File: src/rtl/alarm_display_ctrl.sv
// Alarm display controller: arming sequence, frame-based motion detection,
// held alarm display with acknowledge/disarm exit, and a strobe-aligned
// overlay select.
//
// state     | meaning
// ----------+------------------------------------------------------------
// DISARMED  | idle, waiting for an arm request
// ARMING    | exit delay, counting frame strobes before arming
// ARMED     | watching for consecutive motion frames
// TRIGGERED | alarm shown, held for a minimum number of frames
module alarm_display_ctrl #(
  parameter int ARM_DELAY_FRAMES = 300,
  parameter int DETECT_FRAMES    = 3,
  parameter int HOLD_FRAMES      = 600
) (
  input  logic       iCLK,
  input  logic       iRST_N,
  input  logic       iFrame_Strobe,
  input  logic       iArm,
  input  logic       iMotion,
  input  logic       iAck,
  output logic       oVideo_On,
  output logic [1:0] oState,
  output logic       oAlarm_Pulse,
  output logic       oHold_Done
);

  typedef enum logic [1:0] {
    ST_DISARMED  = 2'd0,
    ST_ARMING    = 2'd1,
    ST_ARMED     = 2'd2,
    ST_TRIGGERED = 2'd3
  } state_t;

  localparam logic [15:0] ARM_LAST    = 16'(ARM_DELAY_FRAMES - 1);
  localparam logic [15:0] DETECT_LAST = 16'(DETECT_FRAMES - 1);
  localparam logic [15:0] HOLD_MAX    = 16'(HOLD_FRAMES);
  localparam logic [15:0] CNT_MAX     = 16'hFFFF;

  state_t      r_state;
  state_t      w_next;
  logic [15:0] r_arm_cnt;
  logic [15:0] r_motion_cnt;
  logic [15:0] r_hold_cnt;
  logic        r_motion_latch;
  logic        r_video_on;
  logic        r_alarm_pulse;
  logic        w_sample;
  logic        w_hold_done;

  // Motion seen anywhere in the frame, including on the strobe cycle itself.
  assign w_sample    = r_motion_latch | iMotion;
  assign w_hold_done = (r_state == ST_TRIGGERED) && (r_hold_cnt == HOLD_MAX);

  // State register.
  always_ff @(posedge iCLK) begin
    if (!iRST_N) r_state <= ST_DISARMED;
    else         r_state <= w_next;
  end

  // Next-state decode; disarm always wins over a same-cycle advance.
  always_comb begin
    w_next = r_state;
    unique case (r_state)
      ST_DISARMED: begin
        if (iArm) w_next = ST_ARMING;
      end
      ST_ARMING: begin
        if (!iArm)                                     w_next = ST_DISARMED;
        else if (iFrame_Strobe && r_arm_cnt == ARM_LAST) w_next = ST_ARMED;
      end
      ST_ARMED: begin
        if (!iArm) w_next = ST_DISARMED;
        else if (iFrame_Strobe && w_sample && r_motion_cnt == DETECT_LAST)
          w_next = ST_TRIGGERED;
      end
      ST_TRIGGERED: begin
        // Ack/disarm before the hold expires is dropped, not remembered.
        if (w_hold_done && (iAck || !iArm))
          w_next = iArm ? ST_ARMED : ST_DISARMED;
      end
      default: w_next = ST_DISARMED;
    endcase
  end

  // Motion latch: collects motion between strobes, cleared by every strobe.
  always_ff @(posedge iCLK) begin
    if (!iRST_N)            r_motion_latch <= 1'b0;
    else if (iFrame_Strobe) r_motion_latch <= 1'b0;
    else if (iMotion)       r_motion_latch <= 1'b1;
  end

  // Exit-delay counter, live only in ARMING.
  always_ff @(posedge iCLK) begin
    if (!iRST_N || r_state != ST_ARMING)
      r_arm_cnt <= '0;
    else if (iFrame_Strobe && r_arm_cnt != CNT_MAX)
      r_arm_cnt <= r_arm_cnt + 16'd1;
  end

  // Consecutive-motion-frame counter, live only in ARMED.
  always_ff @(posedge iCLK) begin
    if (!iRST_N || r_state != ST_ARMED)
      r_motion_cnt <= '0;
    else if (iFrame_Strobe) begin
      if (!w_sample)                  r_motion_cnt <= '0;
      else if (r_motion_cnt != CNT_MAX) r_motion_cnt <= r_motion_cnt + 16'd1;
    end
  end

  // Hold counter, saturating at HOLD_FRAMES while TRIGGERED.
  always_ff @(posedge iCLK) begin
    if (!iRST_N || r_state != ST_TRIGGERED)
      r_hold_cnt <= '0;
    else if (iFrame_Strobe && r_hold_cnt != HOLD_MAX)
      r_hold_cnt <= r_hold_cnt + 16'd1;
  end

  // Overlay select only moves on frame boundaries so the picture never tears.
  always_ff @(posedge iCLK) begin
    if (!iRST_N)            r_video_on <= 1'b0;
    else if (iFrame_Strobe) r_video_on <= (w_next == ST_TRIGGERED);
  end

  // Single-cycle alarm pulse aligned with the first TRIGGERED cycle.
  always_ff @(posedge iCLK) begin
    if (!iRST_N) r_alarm_pulse <= 1'b0;
    else         r_alarm_pulse <= (w_next == ST_TRIGGERED) && (r_state != ST_TRIGGERED);
  end

  assign oVideo_On    = r_video_on;
  assign oState       = r_state;
  assign oAlarm_Pulse = r_alarm_pulse;
  assign oHold_Done   = w_hold_done;

endmodule

File: config.mk
export PLATFORM = sky130hd
export DESIGN_NAME = alarm_display_ctrl
export DESIGN_NICKNAME = d
export VERILOG_FILES = /design/src/rtl/alarm_display_ctrl.sv
export SDC_FILE = /design/constraint.sdc
export NUM_CORES = 1
export LEC_CHECK = 0
export BUFFER_PORTS_ARGS = -buffer_cell sky130_fd_sc_hd__buf_4
export CAP_MARGIN = 30
export CORE_MARGIN = 2
export CORE_UTILIZATION = 55
export CTS_BUF_LIST = sky130_fd_sc_hd__clkbuf_4
export DETAILED_ROUTE_END_ITERATION = 10
export GPL_TIMING_DRIVEN = 0
export PLACE_DENSITY_LB_ADDON = 0.2
export SYNTH_ARGS = -nofsm -noshare
export SYNTH_HDL_FRONTEND = slang
export SYNTH_SLANG_ARGS = --single-unit
File: constraint.sdc
create_clock -name iCLK -period 2.55 [get_ports iCLK]
set_input_delay 0.3825 -clock iCLK [delete_from_list [all_inputs] [get_ports iCLK]]
set_output_delay 0.3825 -clock iCLK [all_outputs]
set_load 0.01 [all_outputs]
==> results of run 1 <==
-- worst max-delay path by stage --
| stage | start | endpoint | slack, ns | depth (start not counted) |
|---|---|---|---|---|
| 2_1_floorplan | r_hold_cnt[0] | r_hold_cnt[15] | 0.60 | 7 |
| 3_3_place_gp | r_hold_cnt[0] | r_hold_cnt[9] | 0.39 | 7 |
| 3_5_place_dp | r_hold_cnt[0] | r_hold_cnt[7] | 0.34 | 7 |
| 4_1_cts | r_hold_cnt[0] | oHold_Done | 0.18 | 6 |
| 5_1_grt | r_hold_cnt[0] | oHold_Done | 0.05 | 6 |
| 6_report | r_hold_cnt[0] | oHold_Done | 0.21 | 6 |
-- layout by cell type, fill, tap and decap left out, types with 2 or more instances in the layout --
cell type | synthesis | routed
o211ai_1 | 3 | 3
nand3b_1 | 3 | 3
o31ai_1 | 3 | 3
nor4_1 | 11 | 11
a41oi_1 | 2 | 2
or3_1 | 6 | 6
xnor2_1 | 24 | 24
buf_4 | 0 | 8
and2_1 | 2 | 2
buf_6 | 3 | 3
clkbuf_1 | 6 | 6
a211oi_1 | 3 | 3
or4b_4 | 2 | 2
nor2b_1 | 3 | 3
xor2_1 | 6 | 6
o21ai_1 | 3 | 3
nand2_1 | 21 | 21
o21ai_0 | 5 | 5
ha_1 | 5 | 5
nand3_1 | 19 | 19
nor3_1 | 14 | 14
clkbuf_4 | 0 | 6
a21oi_1 | 16 | 16
nor3b_1 | 3 | 3
nor2_1 | 41 | 41
nor4b_1 | 4 | 4
and3_1 | 7 | 7
or4_1 | 7 | 7
buf_2 | 3 | 3
nand3_2 | 2 | 2
and4_1 | 5 | 5
a21o_1 | 2 | 2
nand2b_1 | 3 | 3
nand4_1 | 19 | 19
dfxtp_1 | 53 | 53
inv_1 | 10 | 10
-- flip-flops by register name, indices dropped and copies added (netlist names) --
register and count:
r_arm_cnt 16, r_hold_cnt 16, r_motion_cnt 16, oState 2, oAlarm_Pulse 1, oVideo_On 1
r_motion_latch 1
-- metal layers --
layer	GRT usage	wire, µm
met4	0.0702	61
met1	0.322	2930
met5	0	0
met2	0.371	2770
met3	0.0423	226
-- metrics by stage --
step	cells	hold slack [ns]	util	cell area, µm²	total power, mW
floorplan	332	0.458	-	2800	0.885
global placement	407	0.479	0.612	2950	0.901
detailed placement	407	0.477	0.612	2950	0.901
CTS	415	0.256	0.629	3030	1.38
global route	415	0.256	0.629	3030	1.42
finish	415	0.279	0.629	3030	1.37
-- Yosys cell counts, types with 4 or more instances --
master,number,share of area
or3_1,6,0.013
dfxtp_1,53,0.38
or4_1,7,0.019
clkbuf_1,6,0.0080
nor4b_1,4,0.012
nor4_1,11,0.025
o21ai_0,5,0.0089
a21oi_1,16,0.029
nor2_1,41,0.055
xnor2_1,24,0.075
inv_1,10,0.013
and4_1,5,0.016
xor2_1,6,0.019
and3_1,7,0.016
ha_1,5,0.022
nor3_1,14,0.025
nand4_1,19,0.042
nand3_1,19,0.034
nand2_1,21,0.028
-- cell families (layout without fill, tap and decap cells) --
logic type | Yosys count | after routing
AOI/OAI and AO/OA | 45 | 45
and+or+nand+nor | 176 | 176
adders and majority gates | 5 | 5
xor gates and xnor gates | 30 | 30
muxes | 1 | 1
DFF | 53 | 53
buffers and inverters | 22 | 38
-- power by group --
part	total, mW	internal (mW)	switching (mW)
sequential	0.833	0.831	0.00201
clock	0.485	0.220	0.265
combinational	0.0507	0.0210	0.0296
total	1.37	1.07	0.296
-- layout make-up --
class / count / area, µm²
Fill cell: 441 / 1790
Multi-Input combinational cell: 257 / 1630
Sequential cell: 53 / 1060
Tap cell: 67 / 83.8
Buffer: 12 / 71.3
Timing Repair Buffer: 8 / 60.1
Clock buffer: 6 / 45.0
Clock inverter: 2 / 38.8
Inverter: 10 / 37.5
==> results.yml, run 1 <==
worst_setup_path:
  required_ns: 2.17
  r2r_slack_ns: 0.29
  reg2reg_depth: 7
  slowest_delay_ns: 0.45
  crit_fanout: 4
  worstPathCellList: "inv_1 > ha_1 > nor4b_1 > nand4_1 > nor2_1 > buf_4"
  end_kind: "output port"
  r2r_start: "r_hold_cnt[0]"
  critPathKind: "reg -> out"
  cp.arrival_ns: 1.96
  crit_buf_inv: 2
  cpLargestDelayFamily: "simple AND/OR/NAND/NOR gates"
  start_kind: "flop"
  critPathSlowestCell: "nor4b_1"
  r2r-end: "r_hold_cnt[7]"
floorplan:
  die-area_mm2: 0.00569
  die_h_um: 75.4
  start_util: 0.582
  fp.coreArea_mm2: 0.00482
  die-width_um: 75.4
  io_pins: 11
  rows: 25
route:
  drt_iter0_drc: 174
  routed_wl_mm: 5.98
  num_vias: 2428
  routed_via_density: 5.85
  drc_errors: 0
  wire_per_inst_um: 14.4
  drtPass1Iterations: 5
  antenna_left: 0
placement:
  numPortBuffers: 8
  hpwl_mm: 4.33
  place_congestion: 0.853
  dp_slack_ns: 0.336
finish:
  area_growth_pct: 8.12
  antennaDiodeCount: 0
  final_nets: 358
  drive_above_1_share: 0.0977
clocking:
  clock_path_buffers: 2
  cts_buffers: 5
  postCtsSetupBuffers: 0
  cts_sinks: 53
  post_cts_resized: 0
  clock_latency_ns: 0.38
  clkTransAtPathRegs_ns: 0.14
  cts_tree: "yes"
  hold_buffers: 0
  clockRootBuffer: "clkbuf_4"
  htreeDepth: 2
timing:
  fmax_mhz: 426
  setup_viol: 0
  tightest_slew_ns: 1.01
  worst_slack_ns: 0.205
  slew_headroom: 0.322
  finalHoldViolCount: 0
  drv_slew: 0
  rsz0062_at_grt: "no"
  min_period_ns: 2.34
  finClkSkew_ns: 0.0165
  period_share: 0.920
  setup_tns_ns: 0
global_route:
  grt_usage: 0.233
  grt_pass1_wl_mm: 10.2
  antenna_found_initial: 0
  grt.overflow.total: 0
  grt_max_degree: 17
  grt_pass1_vias: 2205
yosys:
  synth_area_mm2: 0.00280
  ys_types: 47
  ys_async_sr_fraction: 0
  yosysWarnings: 0
  synth_top_family_by_area: "simple AND/OR/NAND/NOR gates"
  synth_ff_type: "dfxtp_1"
  muxShareOfSynthArea: 0.00357
  avgSynthCellArea_um2: 8.45
  synth_edf_count: 0
  synth_compound_area_frac: 0.115
  yosys.area_share.adder: 0.0223
  yosys.area_share.simple: 0.349
  ys_seq_elements: 53
  synth-xor-area-share: 0.0937
  syn-num-nets: 343
  synthCells: 332
  ys_seq_area_frac: 0.378
run_status:
  outcome: "finished, final reports clean"
power_and_ir_drop:
  powerDensity_mw_per_mm2: 451
  leakagePower_nw: 0.931
  ir_drop_uv: 333
min_path:
  hp-class: "in -> reg"
  holdCritStartpoint: "iRST_N"
  hold_end: "oState[0]"
  min_path_cells: 2
flow_run:
  drv_cap: 0
Note: power is estimated with default switching activity, not from simulation.
==> run 2: changes to the inputs <==
--- a/config.mk
+++ b/config.mk
@@ -8,7 +8,7 @@
 export BUFFER_PORTS_ARGS = -buffer_cell sky130_fd_sc_hd__buf_4
 export CAP_MARGIN = 30
 export CORE_MARGIN = 2
-export CORE_UTILIZATION = 55
+export CORE_UTILIZATION = 59
 export CTS_BUF_LIST = sky130_fd_sc_hd__clkbuf_4
 export DETAILED_ROUTE_END_ITERATION = 10
 export GPL_TIMING_DRIVEN = 0
==> run 2 against run 1 <==
Compared with the run above: critical path depth did not move; clock skew fell by 0.0072 ns; fmax rose by 1.3%; sequential power barely moved; final area fell by 1.5%; power fell by 8.4%; count of clock-buffer cells in the layout fell by 1; worst hold slack got worse by 0.031 ns; core utilization rose by 1.1 points; largest power group unchanged; highest routed layer unchanged.
==> results.yml, run 2 (synthesized netlist as in run 1, its figures left out) <==
clocking:
  post_cts_resized: 0
  cts_buffers: 5
  hold_buffers: 0
  clockRootBuffer: "clkbuf_4"
  cts_tree: "yes"
  postCtsSetupBuffers: 0
  htreeDepth: 2
  cts_sinks: 53
  clock_latency_ns: 0.38
  clkTransAtPathRegs_ns: 0.15
  clock_path_buffers: 2
finish:
  reg_top3: "r_arm_cnt x16, r_hold_cnt x16, r_motion_cnt x16"
  antennaDiodeCount: 0
  layout_common_cells: "dfxtp_1 (53), nor2_1 (41), xnor2_1 (24)"
  fill_cells: 414
  final_nets: 358
  post-route-util: 0.641
  regArea_mm2: 0.00106
  final_cells: 402
  final_common_cell: "dfxtp_1"
  drive_above_1_share: 0.0948
  multi_input_area_mm2: 0.00163
  fin_area_mm2: 0.00299
  area_growth_pct: 6.51
timing:
  fmax_mhz: 432
  setup_tns_ns: 0
  drv_slew: 0
  fin_hold_ws_ns: 0.248
  min_period_ns: 2.32
  tightest_slew_ns: 0.995
  finalHoldViolCount: 0
  slew_headroom: 0.331
  rsz0062_at_grt: "no"
  worst_slack_ns: 0.235
  finClkSkew_ns: 0.00935
  setup_viol: 0
  period_share: 0.908
worst_setup_path:
  slowest_delay_ns: 0.42
  required_ns: 2.17
  reg2reg_depth: 7
  worstPathCellList: "inv_1 > ha_1 > nor4b_1 > nand4_1 > nor2_1 > buf_4"
  critPathKind: "reg -> out"
  critPathSlowestCell: "nor4b_1"
  crit_fanout: 4
  crit_buf_inv: 2
  start_kind: "flop"
  r2r_slack_ns: 0.33
  cpLargestDelayFamily: "simple AND/OR/NAND/NOR gates"
  end_kind: "output port"
  cp.arrival_ns: 1.93
  cp_num_cells: 6
route:
  antenna_left: 0
  drc_errors: 0
  num_vias: 2439
  routed_wl_mm: 5.86
  wire_per_inst_um: 14.6
  routed_via_density: 6.07
  drt_iter0_drc: 235
  drtPass1Iterations: 4
power_and_ir_drop:
  total_power_mw: 1.25
  combPwrFrac: 0.040
  switching_power_uw: 296
  ir_drop_uv: 349
  leakagePower_nw: 0.918
  p_int_uw: 957
  seq_power_share: 0.665
  switching_share: 0.236
  p_clk_frac: 0.295
  powerDensity_mw_per_mm2: 420
floorplan:
  fp.coreArea_mm2: 0.00466
  start_util: 0.602
  die_h_um: 72.9
  die-area_mm2: 0.00532
  io_pins: 11
  rows: 25
  die-width_um: 72.9
placement:
  placed_cell_area_mm2: 0.00293
  hpwl_mm: 4.28
  numPortBuffers: 8
  dp_slack_ns: 0.334
  dp_cells: 394
  place_congestion: 0.890
global_route:
  grt.overflow.total: 0
  grt_usage: 0.241
  grt_pass1_wl_mm: 10.1
  grt_pass1_vias: 2233
  antenna_found_initial: 0
  grt_max_degree: 17
run_status:
  outcome: "finished, final reports clean"
min_path:
  min_path_cells: 2
  hp-class: "in -> reg"
flow_run:
  drv_cap: 0
-- run 2: final cells by class --
| class | count | share of cell area |
|---|---|---|
| multi-input cells | 257 | 0.547 |
| flip-flops and latches | 53 | 0.355 |
| plain buffers | 12 | 0.0239 |
| well taps | 54 | 0.0226 |
| repair buffers | 8 | 0.0201 |
| clock buffers | 5 | 0.0126 |
| inverters | 10 | 0.0126 |
| clock inverters | 3 | 0.00587 |
-- run 2: power groups by stage --
stage / Combinational [mW] / Clock [mW] / Sequential [mW]
final: 0.0502 / 0.370 / 0.833
after global routing: 0.0555 / 0.419 / 0.834
after CTS: 0.0505 / 0.385 / 0.834
after detailed placement: 0.0503 / 0 / 0.851
after global placement: 0.0498 / 0 / 0.851
after floorplan: 0.0338 / 0 / 0.851
-- run 2: final timing paths --
check	startpoint	end
worst max-delay path	r_hold_cnt[0]	oHold_Done
worst min-delay path	iRST_N	oState[0]
worst max register to register	r_hold_cnt[0]	r_hold_cnt[15]
worst min register to register	r_hold_cnt[1]	r_hold_cnt[1]
-- run 2: worst reg2reg max path, delay by kind of cell, from the launching register on --
family | cells | cell delay [ns]
buffers and inverters | 1 | 0.08
DFF | 1 | 0.37
xor gates and xnor gates | 1 | 0.16
AOI/OAI and AO/OA | 1 | 0.63
adders and majority gates | 1 | 0.16
and+or+nand+nor | 3 | 0.70
-- run 2: routing by layer --
| layer | wire length (µm) | GRT usage |
|---|---|---|
| met1 | 2770 | 0.307 |
| met2 | 2790 | 0.398 |
| met5 | 0 | 0 |
| met3 | 204 | 0.0497 |
| met4 | 96 | 0.0967 |
==> run 3: changes to the inputs <==
--- a/config.mk
+++ b/config.mk
@@ -8,7 +8,7 @@
 export BUFFER_PORTS_ARGS = -buffer_cell sky130_fd_sc_hd__buf_4
 export CAP_MARGIN = 30
 export CORE_MARGIN = 2
-export CORE_UTILIZATION = 59
+export CORE_UTILIZATION = 58
 export CTS_BUF_LIST = sky130_fd_sc_hd__clkbuf_4
 export DETAILED_ROUTE_END_ITERATION = 10
 export GPL_TIMING_DRIVEN = 0
==> constraint.sdc (replaced) <==
create_clock -name iCLK -period 2.1 [get_ports iCLK]
set_input_delay 0.315 -clock iCLK [delete_from_list [all_inputs] [get_ports iCLK]]
set_output_delay 0.315 -clock iCLK [all_outputs]
set_load 0.01 [all_outputs]
==> run 3 against run 2 <==
Compared with the run above: global-route usage down 0.069 points; register-to-register slack worse by 0.29 ns; sequential power up 21%; sequential share of layout area down 1.2 points; final cell count up 1.0%; clock skew down 0.0019 ns; non-clock buffer count up 5; wire length up 2.6%; largest power group unchanged.
==> results.yml, run 3 (synthesized netlist as in run 1, its figures left out) <==
run_status:
  outcome: "finished, final reports clean"
global_route:
  grt.overflow.total: 0
  grt_pass1_vias: 2245
  grt_pass1_wl_mm: 10.2
  grt_max_degree: 15
  grt_usage: 0.240
  antenna_found_initial: 0
timing:
  period_share: 0.981
  setup_tns_ns: 0
  slew_headroom: 0.567
  rsz0062_at_grt: "yes"
  setup_viol: 0
  fmax_mhz: 485
  finalHoldViolCount: 0
  tightest_slew_ns: 0.644
  min_period_ns: 2.06
  drv_slew: 0
  worst_slack_ns: 0.0392
  finClkSkew_ns: 0.00747
clocking:
  cts_buffers: 5
  clkTransAtPathRegs_ns: 0.13
  clock_latency_ns: 0.37
  hold_buffers: 0
  cts_sinks: 53
  clockRootBuffer: "clkbuf_4"
  htreeDepth: 2
  clock_path_buffers: 2
  cts_tree: "yes"
floorplan:
  die-area_mm2: 0.00541
  die_h_um: 73.5
  rows: 25
  start_util: 0.598
  fp.coreArea_mm2: 0.00469
  io_pins: 11
  die-width_um: 73.5
worst_setup_path:
  slowest_delay_ns: 0.52
  cpLargestDelayFamily: "simple AND/OR/NAND/NOR gates"
  crit_buf_inv: 2
  start_kind: "flop"
  end_kind: "flop"
  cp.arrival_ns: 2.32
  critPathSlowestCell: "o41a_4"
  required_ns: 2.36
  crit_fanout: 6
  worstPathCellList: "inv_2 > ha_4 > or4b_4 > o41a_4 > buf_4 > nand2_1 > xor2_1 > nor2_1"
  critPathKind: "reg -> reg"
route:
  dr_wl_met3_um: 249
  top_layer_used: "met4"
  drt_iter0_drc: 144
  num_vias: 2496
  drtPass1Iterations: 4
  routed_wl_mm: 6.01
  routed_via_density: 6.15
  drc_errors: 0
  dr_wl_met2_mm: 2.87
  antenna_left: 0
  wl_met1_mm: 2.82
  wire_per_inst_um: 14.8
finish:
  final_common_cell: "dfxtp_1"
  antennaDiodeCount: 0
  reg_top3: "r_arm_cnt x16, r_hold_cnt x16, r_motion_cnt x16"
  layout_common_cells: "dfxtp_1 (50), nor2_1 (41), xnor2_1 (24)"
  area_growth_pct: 10.6
  drive_above_1_share: 0.148
  final_nets: 363
  fin_area_mm2: 0.00310
power_and_ir_drop:
  leakagePower_nw: 0.970
  powerDensity_mw_per_mm2: 485
  ir_drop_uv: 467
placement:
  place_congestion: 0.867
  placed_cell_area_mm2: 0.00293
  dp_slack_ns: -0.101
  hpwl_mm: 4.33
  numPortBuffers: 8
min_path:
  hp-class: "in -> reg"
flow_run:
  drv_cap: 0
-- run 3: cell count changes in the layout (fill, tap and decap cells not counted), sizes merged --
cell	before	now
buf	14	20
clkinv	3	1
-- run 3: per-stage QoR --
stage | cells | hold WS (ns) | power [mW] | util
final | 406 | 0.204 | 1.50 | 0.661
after global routing | 406 | 0.186 | 1.57 | 0.661
after CTS | 403 | 0.179 | 1.53 | 0.642
after detailed placement | 394 | 0.472 | 1.09 | 0.625
after global placement | 394 | 0.471 | 1.09 | 0.625
after floorplan | 332 | 0.458 | 1.07 | -
-- run 3: metal layers --
metal / vias up / track usage
met1: 1179 / 0.320
met4: 0 / 0.0727
li1: 1258 / -
met5: - / 0
met3: 10 / 0.0466
met2: 49 / 0.393
-- run 3: repair_timing --
item / CTS / global route
setup buffers: 2 / 4
pin swaps: 2 / 6
setup endpoints to repair: 9 / 13
hold endpoints to repair: 0 / 0
gates resized for setup: 3 / 14
-- run 3: worst reg2reg max path, delay by kind of cell, from the launching register on --
family / cells / cell delay (ns)
flops: 1 / 0.36
compound gates: 1 / 0.52
simple gates: 3 / 0.59
buf+inv: 2 / 0.22
fa+ha+maj: 1 / 0.13
xor+xnor: 1 / 0.14
-- run 3: power breakdown --
part | total, mW | switching, mW | internal [mW]
logic | 0.0676 | 0.0382 | 0.0295
registers | 1.01 | 0.00262 | 1.01
clock network | 0.424 | 0.289 | 0.135
-- run 3: cell type report --
class                   instances  area (µm²)
clock inverters                 1        3.75
flip-flops and latches         53        1060
multi-input cells             257        1710
clock buffers                   6        45.0
repair buffers                 14         105
fillers                       418        1590
plain buffers                  11        67.6
inverters                      10        37.5
well taps                      54        67.6
-- run 3: final timing paths --
check | cells past startpoint | slack, ns | startpoint | to
setup / recovery | 8 | 0.04 | r_hold_cnt[1] | r_hold_cnt[2]
hold / removal | 2 | 0.20 | iRST_N | oState[0]
setup reg to reg | 8 | 0.04 | r_hold_cnt[1] | r_hold_cnt[2]
hold reg to reg | 2 | 0.49 | r_hold_cnt[1] | r_hold_cnt[1]
